==> config.mk <==
export PLATFORM = sky130hd
export DESIGN_NAME = dot_seq_flat
export DESIGN_NICKNAME = d
export VERILOG_FILES = /design/src/rtl/dot_seq_if.sv /design/src/rtl/dot_seq.sv /design/src/flat_wrapper.sv
export SDC_FILE = /design/constraint.sdc
export NUM_CORES = 1
export LEC_CHECK = 0
export CAP_MARGIN = 40
export CORE_AREA = 2 2 113 115
export CTS_BUF_LIST = sky130_fd_sc_hd__clkbuf_8 sky130_fd_sc_hd__clkbuf_16
export CTS_CLUSTER_DIAMETER = 80
export DETAILED_ROUTE_END_ITERATION = 8
export DIE_AREA = 0 0 115 117
export PLACE_DENSITY_LB_ADDON = 0.05
export SLEW_MARGIN = 20
export SYNTH_ARGS = -nofsm -noshare
export SYNTH_HDL_FRONTEND = slang
export SYNTH_SLANG_ARGS = --single-unit
==> constraint.sdc <==
create_clock -name clk -period 2.12 [get_ports clk]
set_clock_uncertainty 0.15 [all_clocks]
set_input_delay 0.318 -clock clk [delete_from_list [all_inputs] [get_ports clk]]
set_output_delay 0.318 -clock clk [all_outputs]
set_load 0.02 [all_outputs]
==> src/rtl/dot_seq_if.sv <==
// Element-stream and result-stream bundle between a producer/consumer and the dot_seq sequencer.
interface dot_seq_if #(
    parameter int DATA_W = 16,
    parameter int ACC_W  = 35
);
    logic                     in_valid;
    logic                     in_ready;
    logic signed [DATA_W-1:0] in_a;
    logic signed [DATA_W-1:0] in_b;
    logic                     res_valid;
    logic                     res_ready;
    logic signed [ACC_W-1:0]  res_data;
    logic                     res_err;

    modport master (
        output in_valid, in_a, in_b, res_ready,
        input  in_ready, res_valid, res_data, res_err
    );

    modport slave (
        input  in_valid, in_a, in_b, res_ready,
        output in_ready, res_valid, res_data, res_err
    );
endinterface

==> src/rtl/dot_seq.sv <==
// Sequences K element pairs into an external mac and captures the accumulated dot product.
// IDLE: wait elt 0 | FEED: take elts 1..K-1 | DRAIN/FLUSH: mac pipeline empties | CAPTURE: latch acc | RESULT: hold until taken
module dot_seq #(
    parameter int DATA_W = 16,
    parameter int K      = 4,
    parameter int ACC_W  = 2*DATA_W+$clog2(K)+1
) (
    input  logic                     clk,
    input  logic                     rst_n,
    dot_seq_if.slave                 bus,
    output logic signed [DATA_W-1:0] o_mac_a,
    output logic signed [DATA_W-1:0] o_mac_b,
    output logic                     o_mac_acc_clear,
    input  logic                     i_mac_acc_out_valid,
    input  logic signed [ACC_W-1:0]  i_mac_acc_out
);

    localparam int IDX_W = $clog2(K);
    localparam logic [IDX_W-1:0] LAST_IDX = IDX_W'(K-1);

    typedef enum logic [2:0] {
        IDLE, FEED, DRAIN, FLUSH, CAPTURE, RESULT
    } state_t;

    state_t                   r_state;
    state_t                   w_state_nxt;
    logic [IDX_W-1:0]         r_idx;
    logic signed [DATA_W-1:0] r_mac_a;
    logic signed [DATA_W-1:0] r_mac_b;
    logic                     r_e0_on_bus;
    logic                     r_acc_clear;
    logic                     r_res_valid;
    logic signed [ACC_W-1:0]  r_res_data;
    logic                     r_res_err;
    logic                     w_in_ready;
    logic                     w_accept;

    always_comb begin
        w_state_nxt = r_state;
        w_in_ready  = 1'b0;
        case (r_state)
            IDLE: begin
                w_in_ready = 1'b1;
                if (bus.in_valid) w_state_nxt = FEED;
            end
            FEED: begin
                w_in_ready = 1'b1;
                if (bus.in_valid && (r_idx == LAST_IDX)) w_state_nxt = DRAIN;
            end
            DRAIN:   w_state_nxt = FLUSH;
            FLUSH:   w_state_nxt = CAPTURE;
            CAPTURE: w_state_nxt = RESULT;
            RESULT:  if (bus.res_ready) w_state_nxt = IDLE;
            default: w_state_nxt = IDLE;
        endcase
    end

    assign w_accept = bus.in_valid && w_in_ready;

    always_ff @(posedge clk or negedge rst_n) begin
        if (!rst_n) begin
            r_state <= IDLE;
        end else begin
            r_state <= w_state_nxt;
        end
    end

    // Clear follows element 0 by one bus cycle so the mac sees its product as the new base.
    always_ff @(posedge clk or negedge rst_n) begin
        if (!rst_n) begin
            r_idx       <= '0;
            r_mac_a     <= '0;
            r_mac_b     <= '0;
            r_e0_on_bus <= 1'b0;
            r_acc_clear <= 1'b0;
        end else begin
            r_mac_a     <= w_accept ? bus.in_a : '0;
            r_mac_b     <= w_accept ? bus.in_b : '0;
            r_e0_on_bus <= w_accept && (r_idx == '0);
            r_acc_clear <= r_e0_on_bus;
            if (w_accept) begin
                r_idx <= (r_idx == LAST_IDX) ? '0 : r_idx + 1'b1;
            end
        end
    end

    always_ff @(posedge clk or negedge rst_n) begin
        if (!rst_n) begin
            r_res_valid <= 1'b0;
            r_res_data  <= '0;
            r_res_err   <= 1'b0;
        end else if (r_state == CAPTURE) begin
            r_res_valid <= 1'b1;
            r_res_data  <= i_mac_acc_out;
            r_res_err   <= ~i_mac_acc_out_valid;
        end else if ((r_state == RESULT) && bus.res_ready) begin
            r_res_valid <= 1'b0;
        end
    end

    assign bus.in_ready     = w_in_ready;
    assign bus.res_valid    = r_res_valid;
    assign bus.res_data     = r_res_data;
    assign bus.res_err      = r_res_err;
    assign o_mac_a          = r_mac_a;
    assign o_mac_b          = r_mac_b;
    assign o_mac_acc_clear  = r_acc_clear;

endmodule

==> src/flat_wrapper.sv <==
// flat-port wrapper written by rule: the top's interface ports become plain ports
module dot_seq_flat 
#(
    parameter int DATA_W = 16,
    parameter int K      = 4,
    parameter int ACC_W  = 2*DATA_W+$clog2(K)+1
)
  (clk, rst_n, o_mac_a, o_mac_b, o_mac_acc_clear, i_mac_acc_out_valid, i_mac_acc_out, bus_in_valid, bus_in_a, bus_in_b, bus_res_ready, bus_in_ready, bus_res_valid, bus_res_data, bus_res_err);
  dot_seq_if #(.DATA_W(DATA_W), .ACC_W(ACC_W)) bus_i ();
  input  logic clk;
  input  logic rst_n;
  output logic signed [DATA_W-1:0] o_mac_a;
  output logic signed [DATA_W-1:0] o_mac_b;
  output logic o_mac_acc_clear;
  input  logic i_mac_acc_out_valid;
  input  logic signed [ACC_W-1:0] i_mac_acc_out;
  input wire logic [$bits(bus_i.in_valid)-1:0] bus_in_valid;
  input wire logic [$bits(bus_i.in_a)-1:0] bus_in_a;
  input wire logic [$bits(bus_i.in_b)-1:0] bus_in_b;
  input wire logic [$bits(bus_i.res_ready)-1:0] bus_res_ready;
  output wire logic [$bits(bus_i.in_ready)-1:0] bus_in_ready;
  output wire logic [$bits(bus_i.res_valid)-1:0] bus_res_valid;
  output wire logic [$bits(bus_i.res_data)-1:0] bus_res_data;
  output wire logic [$bits(bus_i.res_err)-1:0] bus_res_err;
  assign bus_i.in_valid = bus_in_valid;
  assign bus_i.in_a = bus_in_a;
  assign bus_i.in_b = bus_in_b;
  assign bus_i.res_ready = bus_res_ready;
  assign bus_in_ready = bus_i.in_ready;
  assign bus_res_valid = bus_i.res_valid;
  assign bus_res_data = bus_i.res_data;
  assign bus_res_err = bus_i.res_err;
  dot_seq #(.DATA_W(DATA_W), .K(K), .ACC_W(ACC_W)) u_core (.clk(clk), .rst_n(rst_n), .bus(bus_i), .o_mac_a(o_mac_a), .o_mac_b(o_mac_b), .o_mac_acc_clear(o_mac_acc_clear), .i_mac_acc_out_valid(i_mac_acc_out_valid), .i_mac_acc_out(i_mac_acc_out));
endmodule
==> flow_metrics.env <==
export IMPL_hp_class="reg2reg"
export IMPL_ys_async_sr_fraction_pct=100
export IMPL_nNetsFinal=404
export IMPL_core_area_sq_um=12300
export IMPL_crit_fanout=8
export IMPL_drc=0
export IMPL_fin_ws_ns=0.0913
export IMPL_drt_total_wl_microns=6960
export IMPL_fin_crit_sh_pct=95.7
export IMPL_dpl_hpwl_microns=4970
export IMPL_layout_min_cycle_time_ns=2.03
export IMPL_io_buffers=142
export IMPL_cts_buffer_depth=2
export IMPL_end_kind="output pin"
export IMPL_drv_slew=0
export IMPL_cts_buffers=9
export IMPL_r2r_start="u_core.r_state[2]"
export IMPL_num_rows=41
export IMPL_crit_start="u_core.r_state[1]"
export IMPL_cap_violations=0
export IMPL_crit_arrival_ns=1.56
export IMPL_die_h_microns=117
export IMPL_tns_ns=0
export IMPL_first_pass_iters=4
export IMPL_syn_avg_cell_area_sq_um=15.8
export IMPL_cp_required_ns=1.65
export IMPL_syn_to_final_growth_pct=65.9
export IMPL_htree_num_levels=3
export IMPL_dpl_cell_area_sq_um=4470
export IMPL_drt_iter0_drc=39
export IMPL_fmax_ghz=0.493
export IMPL_yosysWarnings=0
export IMPL_vias_per_cell=3.81
export IMPL_io_pins=143
export IMPL_grt_max_degree=44
export IMPL_syn_num_nets=255
export IMPL_post_cts_buffers=0
export IMPL_finalHoldViolCount=0
export IMPL_rsz0062_at_grt="no"
export IMPL_synth_edff_count=0
export IMPL_ant_nets=0
export IMPL_place_ws_ns=0.360
export IMPL_start_kind="flop"
export IMPL_dieArea_sq_um=13500
export IMPL_vias=1846
export IMPL_wl_per_cell_microns=14.4
export IMPL_cts_tree="done"
export IMPL_outcome="finished clean"
export IMPL_criticalPathCategory="reg2out"
export IMPL_drive_above_1_share_pct=16.2
export IMPL_synthTopCellsByCount="76 x dfrtp_1, 33 x and2_1, 28 x mux2_4"
export IMPL_grt_ovfl_total=0
export IMPL_grt_pass1_wl_microns=10600
export IMPL_yosysUniqueCellTypes=22
export IMPL_synth_top_area_share_pct=66.4
export IMPL_synth_seq_cells=76
export IMPL_initial_core_util_pct=23.3
export IMPL_max_vdd_ir_drop_uv=353
export IMPL_routabilityCongestion=0.668
export IMPL_grt_total_usage_pct=10.7
export IMPL_final_cell_area_sq_um=4750
export IMPL_power_density_nw_per_um2=1300
export IMPL_tightest_slew_ns=0.457
export IMPL_grt_pass1_vias=1933
export IMPL_maxSlewHeadroom_pct=69.5
export IMPL_diodes=0
export IMPL_min_from="u_core.r_e0_on_bus"
export IMPL_synth_top_area_cell="dfrtp_1"
export IMPL_clkTransAtPathRegs_ns=0.06
export IMPL_root_buffer="clkbuf_16"
export IMPL_clock_sinks=76
export IMPL_clk_latency_ns=0.33
export IMPL_antenna_found_initial=0
export IMPL_syn_area_sq_um=2860
export IMPL_synthCells=181
export IMPL_synth_top_cells_by_area="dfrtp_1 66%, mux2_4 15%, and2_1 7.2%"
export IMPL_synth_most_common_cell="dfrtp_1"
export IMPL_setup_viol=0
export IMPL_power_leakage_nw=2.08
export IMPL_synth_seq_area_share_pct=66.4
export IMPL_dieWidth_microns=115
export IMPL_synthFlopType="dfrtp_1"
export IMPL_power_mw=6.19
-- per-layer routing --
| layer | vias to the layer above | share of wire (%) | GRT usage (%) |
|---|---|---|---|
| li1 | 892 | - | - |
| met1 | 874 | 43 | 13.6 |
| met2 | 67 | 47 | 15.8 |
| met3 | 13 | 7.4 | 4.12 |
| met4 | 0 | 2.4 | 6.02 |
| met5 | - | 0 | 0 |
-- cells by family (layout without fill, tap and decap cells) --
group / count (synthesis) / count (layout) / share of synthesized area, %
buffers and inverters: 11 / 164 / 2.53
AO/OA/AOI/OAI: 7 / 7 / 1.44
flip-flops: 76 / 76 / 66.4
AND/OR/NAND/NOR: 49 / 49 / 10.9
multiplexers: 36 / 36 / 17.8
adder cells (fa/ha/maj): 2 / 2 / 0.874
-- cell usage in the layout (no fill, tap or decap), types with 3 or more instances in the layout --
master,synthesis,routed
nand2_1,7,7
buf_12,0,3
clkbuf_16,0,9
inv_1,3,6
mux2_2,7,7
and2_1,33,33
dfrtp_1,76,76
mux2_4,28,28
clkdlybuf4s50_1,0,141
o21ai_0,4,4
-- worst max-delay path, stage by stage, from the launching register on --
cell and delay (ns):
dfrtp_1 0.47, nor2_1 0.14, clkdlybuf4s50_1 0.61
-- through the flow --
| stage | hold slack, ns | utilization, % | cells |
|---|---|---|---|
| final | 0.203 | 38.6 | 484 |
| after global routing | 0.228 | 38.6 | 484 |
| after CTS | 0.208 | 38.6 | 484 |
| after detailed placement | 0.160 | 36.3 | 468 |
| after global placement | 0.161 | 36.3 | 468 |
| after floorplan | -0.128 | - | 181 |
-- power breakdown --
group          switching, mW  total, mW  internal, mW
Clock                  0.555       1.39         0.836
Sequential             0.259       2.22          1.96
Combinational           1.13       2.58          1.45
Total                   1.94       6.19          4.25
-- path summary, 6_finish.rpt --
check                                          endpoint  slack [ns]  cells past startpoint
worst max-delay path                       bus_in_ready        0.09                      2
max in group asynchronous       u_core.bus.res_data[16]        0.89                      3
worst min register to register   u_core.o_mac_acc_clear        0.20                      0
worst min-delay path             u_core.o_mac_acc_clear        0.20                      0
worst max register to register   u_core.bus.res_data[3]        0.35                      4
min in group asynchronous       u_core.bus.res_data[29]        0.34                      2
-- sequential cells by signal (all words and copies together), names as in the netlist --
name,cells
u_core.bus.res_data,35
u_core.bus.res_err,1
u_core.bus.res_valid,1
u_core.o_mac_a,16
u_core.o_mac_acc_clear,1
u_core.o_mac_b,16
u_core.r_e0_on_bus,1
u_core.r_idx,2
u_core.r_state,3
-- layout make-up --
cell class | instances | area (sq um)
clock buffer | 11 | 253
inverter | 3 | 11.3
multi-input combinational | 94 | 888
timing repair buffer | 146 | 1490
clock inverter | 4 | 18.8
sequential | 76 | 1900
fill | 1184 | 7560
tap | 150 | 188
-- repair_timing --
action,4_1_cts,5_1_grt
endpoints found under the hold margin,33,0
resized for setup,0,0
endpoints found under the setup margin,0,0
hold buffers,1,0
(Power assumes the default switching activity.)
